==> src/rtl/instr_fetch_ctrl_pkg.sv <==
// Shared definitions for the instruction fetch controller: FSM encoding,
// memory size default, opcode constants and the request fault check.
package instr_fetch_ctrl_pkg;

  typedef enum logic [1:0] {
    IDLE  = 2'd0,
    FETCH = 2'd1,
    RESP  = 2'd2
  } state_t;

  localparam int unsigned MEM_BYTES_DEFAULT = 1024;

  // Primary opcode field (bits 31:26) values used by the downstream decoder.
  localparam logic [5:0] OPC_LUI = 6'h0F;
  localparam logic [5:0] OPC_ORI = 6'h0D;
  localparam logic [5:0] OPC_LW  = 6'h23;

  // A request faults when it is not word aligned or its last byte lies past the memory.
  function automatic logic addr_faults(input logic [31:0] addr, input int unsigned mem_bytes);
    return (addr[1:0] != 2'b00) || (addr > 32'(mem_bytes - 4));
  endfunction

endpackage

==> src/rtl/instr_fetch_ctrl_assembler.sv <==
// fetch_byte_assembler: builds a big-endian 32-bit word one byte at a time,
// byte index 0 landing in bits 31:24.
module fetch_byte_assembler (
  input  logic        clk,
  input  logic        reset,
  input  logic        clear,
  input  logic        load,
  input  logic [1:0]  idx,
  input  logic [7:0]  byte_in,
  output logic [31:0] word
);

  logic [1:0] lane;

  assign lane = 2'd3 - idx;

  // NOTE: sequential state uses non-blocking assignments only, so every
  // flop samples its inputs from before the edge regardless of block order.
  always_ff @(posedge clk) begin
    if (reset) begin
      word <= '0;
    end else if (clear) begin
      word <= '0;
    end else if (load) begin
      word[{lane, 3'b000} +: 8] <= byte_in;
    end
  end

endmodule

==> src/rtl/instr_fetch_ctrl.sv <==
// Instruction fetch controller: accepts a word fetch request, reads four bytes
// from a byte-wide memory and returns the assembled word (or a fault) to the CPU.
module instr_fetch_ctrl
  import instr_fetch_ctrl_pkg::*;
#(
  parameter int unsigned MEM_BYTES = MEM_BYTES_DEFAULT
) (
  input  logic        clk,
  input  logic        reset,
  input  logic        req_valid,
  input  logic [31:0] req_addr,
  output logic        req_ready,
  input  logic        flush,
  output logic [9:0]  mem_addr,
  input  logic [7:0]  mem_rdata,
  output logic        rsp_valid,
  input  logic        rsp_ready,
  output logic [31:0] rsp_instr,
  output logic        rsp_fault
);

  state_t     state, state_nxt;
  logic [9:0] base;
  logic [1:0] idx;
  logic       accept;
  logic       req_fault;

  assign req_fault = addr_faults(req_addr, MEM_BYTES);
  assign accept    = req_ready & req_valid & ~flush;

  // Outputs are gated by reset so they are quiet while reset is held.
  assign req_ready = (state == IDLE) & ~reset;
  assign rsp_valid = (state == RESP) & ~reset;
  assign mem_addr  = ((state == FETCH) && !reset) ? base + {8'b0, idx} : '0;

  always_ff @(posedge clk) begin
    if (reset) begin
      state     <= IDLE;
      idx       <= '0;
      base      <= '0;
      rsp_fault <= 1'b0;
    end else begin
      state <= state_nxt;
      if (flush) begin
        idx       <= '0;
        rsp_fault <= 1'b0;
      end else if (accept) begin
        base      <= req_addr[9:0];
        idx       <= '0;
        rsp_fault <= req_fault;
      end else if (state == FETCH) begin
        idx <= idx + 2'd1;
      end
    end
  end

  // NOTE: next state gets a default before the case so no path leaves it
  // unassigned, which would otherwise infer a latch.
  always_comb begin
    state_nxt = state;
    if (flush) begin
      state_nxt = IDLE;
    end else begin
      unique case (state)
        IDLE:    if (accept) state_nxt = req_fault ? RESP : FETCH;
        FETCH:   if (idx == 2'd3) state_nxt = RESP;
        RESP:    if (rsp_ready) state_nxt = IDLE;
        default: state_nxt = IDLE;
      endcase
    end
  end

  // A flush or a fresh accept zeroes the word, so faults report rsp_instr = 0.
  fetch_byte_assembler u_assembler (
    .clk     (clk),
    .reset   (reset),
    .clear   (accept | flush),
    .load    ((state == FETCH) & ~flush),
    .idx     (idx),
    .byte_in (mem_rdata),
    .word    (rsp_instr)
  );

endmodule

==> config.mk <==
export PLATFORM = sky130hd
export DESIGN_NAME = instr_fetch_ctrl
export DESIGN_NICKNAME = d
export VERILOG_FILES = /design/src/rtl/instr_fetch_ctrl_pkg.sv /design/src/rtl/instr_fetch_ctrl_assembler.sv /design/src/rtl/instr_fetch_ctrl.sv
export SDC_FILE = /design/constraint.sdc
export NUM_CORES = 1
export LEC_CHECK = 0
export BUFFER_PORTS_ARGS = -buffer_cell sky130_fd_sc_hd__buf_2
export CORE_UTILIZATION = 52
export DETAILED_ROUTE_END_ITERATION = 6
export PLACE_DENSITY = 0.85
export REMOVE_ABC_BUFFERS = 1
export SYNTH_ARGS = -nofsm -noshare
export SYNTH_HDL_FRONTEND = slang
export SYNTH_SLANG_ARGS = --single-unit
==> constraint.sdc <==
create_clock -name clk -period 4.88 [get_ports clk]
set_clock_uncertainty 0.2 [all_clocks]
set_input_delay 0.488 -clock clk [delete_from_list [all_inputs] [get_ports clk]]
set_output_delay 0.488 -clock clk [all_outputs]
set_load 0.02 [all_outputs]
==> results.toml <==
[finish]
drive_above_1_share = 0.2837
antennaDiodeCount = 0
final_cell_mix = "buf_2, nand2_1, a21oi_1, dfxtp_1, nand3_1"
fin_util = 0.6846
final_common_cell = "buf_2"
synthToLayoutAreaGrowth_pct = 24.79
finalNetCount = 415
fin_area_um2 = 2778

[power_and_ir_drop]
peakVddDrop_mv = 0.1516
internal-power_uw = 617.3
clkPwrFrac = 0.423
power_uw = 786.9
power.density_nw_per_um2 = 283.3
p_sw_frac = 0.2155
p_leak_nw = 1.108
combPwrFrac = 0.077
p_seq_frac = 0.500
p_sw_uw = 169.6

[floorplanning]
num_rows = 23
start_util = 0.5486
die_x_um = 67.43
core_um2 = 4058
die_h_um = 67.43
io_pins = 90
die-area_um2 = 4546

[clocking]
cts_root_buf = "clkbuf_8"
clk_latency_ns = 0.30
htree_levels = 2
cts_resized = 0
cts_setup_buffers = 0
clock_path_buffers = 2
clkSinkCount = 47
cts_tree = "built"
path_clk_slew_ns = 0.08
hold_buffers = 0
cts_buffers = 5

[grt]
grt_max_degree = 35
track_usage = 0.2463
grt_pass1_wl_um = 8335
antenna_found_initial = 0
grt_pass1_vias = 1940
overflow = 0

[logic_synthesis]
netlist.area_leader.share = 0.4227
yosysWarnings = 0
syn_avg_cell_area_um2 = 7.921
synth_top_area_cell = "dfxtp_1"
synthCells = 281
synth_area_leaders = "dfxtp_1, a21oi_1, nand3_1, nand2_1, ha_1"
seq_area_frac_synth = 0.4227
syn_area_um2 = 2226
post_synth_num_cell_types = 32
ys_ff_latch = 47

[worst_setup_path]
r2r_end = "idx[1]"
crit_path_max_fanout = 9
cp.arrival_ns = 2.16
worst_setup_path_start_kind = "register"
cp.required_ns = 4.19
path_delay_family = "simple AND/OR/NAND/NOR gates"
r2r_start = "state[1]"
reg2reg_depth = 3
cp_cell_sequence = "ha_1 -> fa_1 -> nand4_1 -> or3_1 -> a21oi_1 -> buf_2"
path_class = "reg2out"
worst-path-buf-inv = 1
max_stage_delay_ns = 0.51
endpoint_kind = "output pin"
critPathSlowestCell = "dfxtp_1"
r2r_slack_ns = 2.31
cp-startpoint = "idx[0]"

[worst_hold_path]
hold_start = "req_addr[2]"
min_to = "base[2]"
worstHoldPathType = "in2reg"
whs_path_depth = 3

[sta]
fin_tns_setup_ns = 0
fin_crit_sh = 0.5842
period_needed_ns = 2.851
maxSlewViolCount = 0
rsz0062_at_grt = "false"
timing.fmax_mhz = 350.8
relSlewSlack = 0.1904
hold_viol_final = 0
whs_ns = 0.2369
setup_violations = 0
tightest_slew_ns = 1.214

[routing]
drtPass1Iterations = 4
wl_per_cell_um = 12.79
ant_nets = 0
first_iter_violations = 88
drt_wl_total_um = 5283
vias = 2258
drt-vias-per-instance = 5.467
drc = 0

[placed_design]
place_area_um2 = 2645
gp_congestion = 0.8077
hpwl_um = 3940
portBuffers = 89

[outcome]
outcome = "completed"

[run]
drv_cap = 0
## metrics by stage
step | cells | worst slack [ns]
after floorplan | 266 | 2.449
after global placement | 405 | 2.086
after detailed placement | 405 | 2.063
after CTS | 413 | 2.003
after global routing | 413 | 1.822
final | 413 | 2.029
## cell type report
class,instances,area [um2]
clock buffer,6,72.57
clock inverter,2,60.06
fill,332,1280
inverter,5,18.77
multi-input combinational,214,1177
sequential,47,940.9
tap,50,62.56
timing repair buffer,89,445.4
## worst max path at each step
stage                                 to  cells past startpoint
finish                       mem_addr[8]                      6
global route                 mem_addr[8]                      6
CTS                          mem_addr[8]                      6
detailed placement   u_assembler.word[0]                      4
global placement    u_assembler.word[20]                      4
floorplan                    mem_addr[8]                      5
## power groups by stage
stage / Sequential (mW) / Clock, mW / Combinational (mW)
floorplan: 0.402 / 0 / 0.0267
global route: 0.395 / 0.355 / 0.0664
finish: 0.394 / 0.333 / 0.0602
CTS: 0.394 / 0.338 / 0.0602
global placement: 0.403 / 0 / 0.0595
detailed placement: 0.403 / 0 / 0.0598
## state kept, by name, summed over array words and instances (netlist names)
| register | cells |
|---|---|
| base | 10 |
| rsp_fault | 1 |
| idx | 2 |
| u_assembler.word | 32 |
| state | 2 |
## metal layers
layer  part of all wire  global-route usage  wire length, um  vias to the layer above
li1                   -                   -                -                     1137
met1               0.46              0.2919             2437                     1017
met2               0.46              0.4313             2433                       95
met3              0.061             0.05574              324                        9
met4              0.017             0.08777               88                        0
met5                  0                   0                0                        -
## cells in the mapped netlist (all sizes together)
cell type,count
mux2,1
inv,5
nand2b,4
a21oi,47
fa,1
nand4,2
o21ai,4
nor4b,1
nor2b,2
or3,2
mux2i,1
xor2,1
xnor2,5
and2,4
clkbuf,2
a2111oi,1
nor3,4
or2,1
dfxtp,47
or4,2
nand3,45
nand2,51
a221o,1
nor4,7
o221a,1
nor3b,4
buf,13
ha,7
nor2,15
## cells by family after synthesis
kind of cell             Yosys count  synth area share
flip-flops                        47            0.4227
buffers and inverters             20           0.04834
AO/OA/AOI/OAI                     54            0.1282
multiplexers                       2          0.009556
XOR/XNOR                           6           0.02361
AND/OR/NAND/NOR                  144            0.3193
adder cells (fa/ha/maj)            8           0.04834
## tightest hold or removal path: stages
cell	delay (ns)
buf_2	0.09
nand3_1	0.05
a21oi_1	0.05
(Power assumes the default switching activity.)
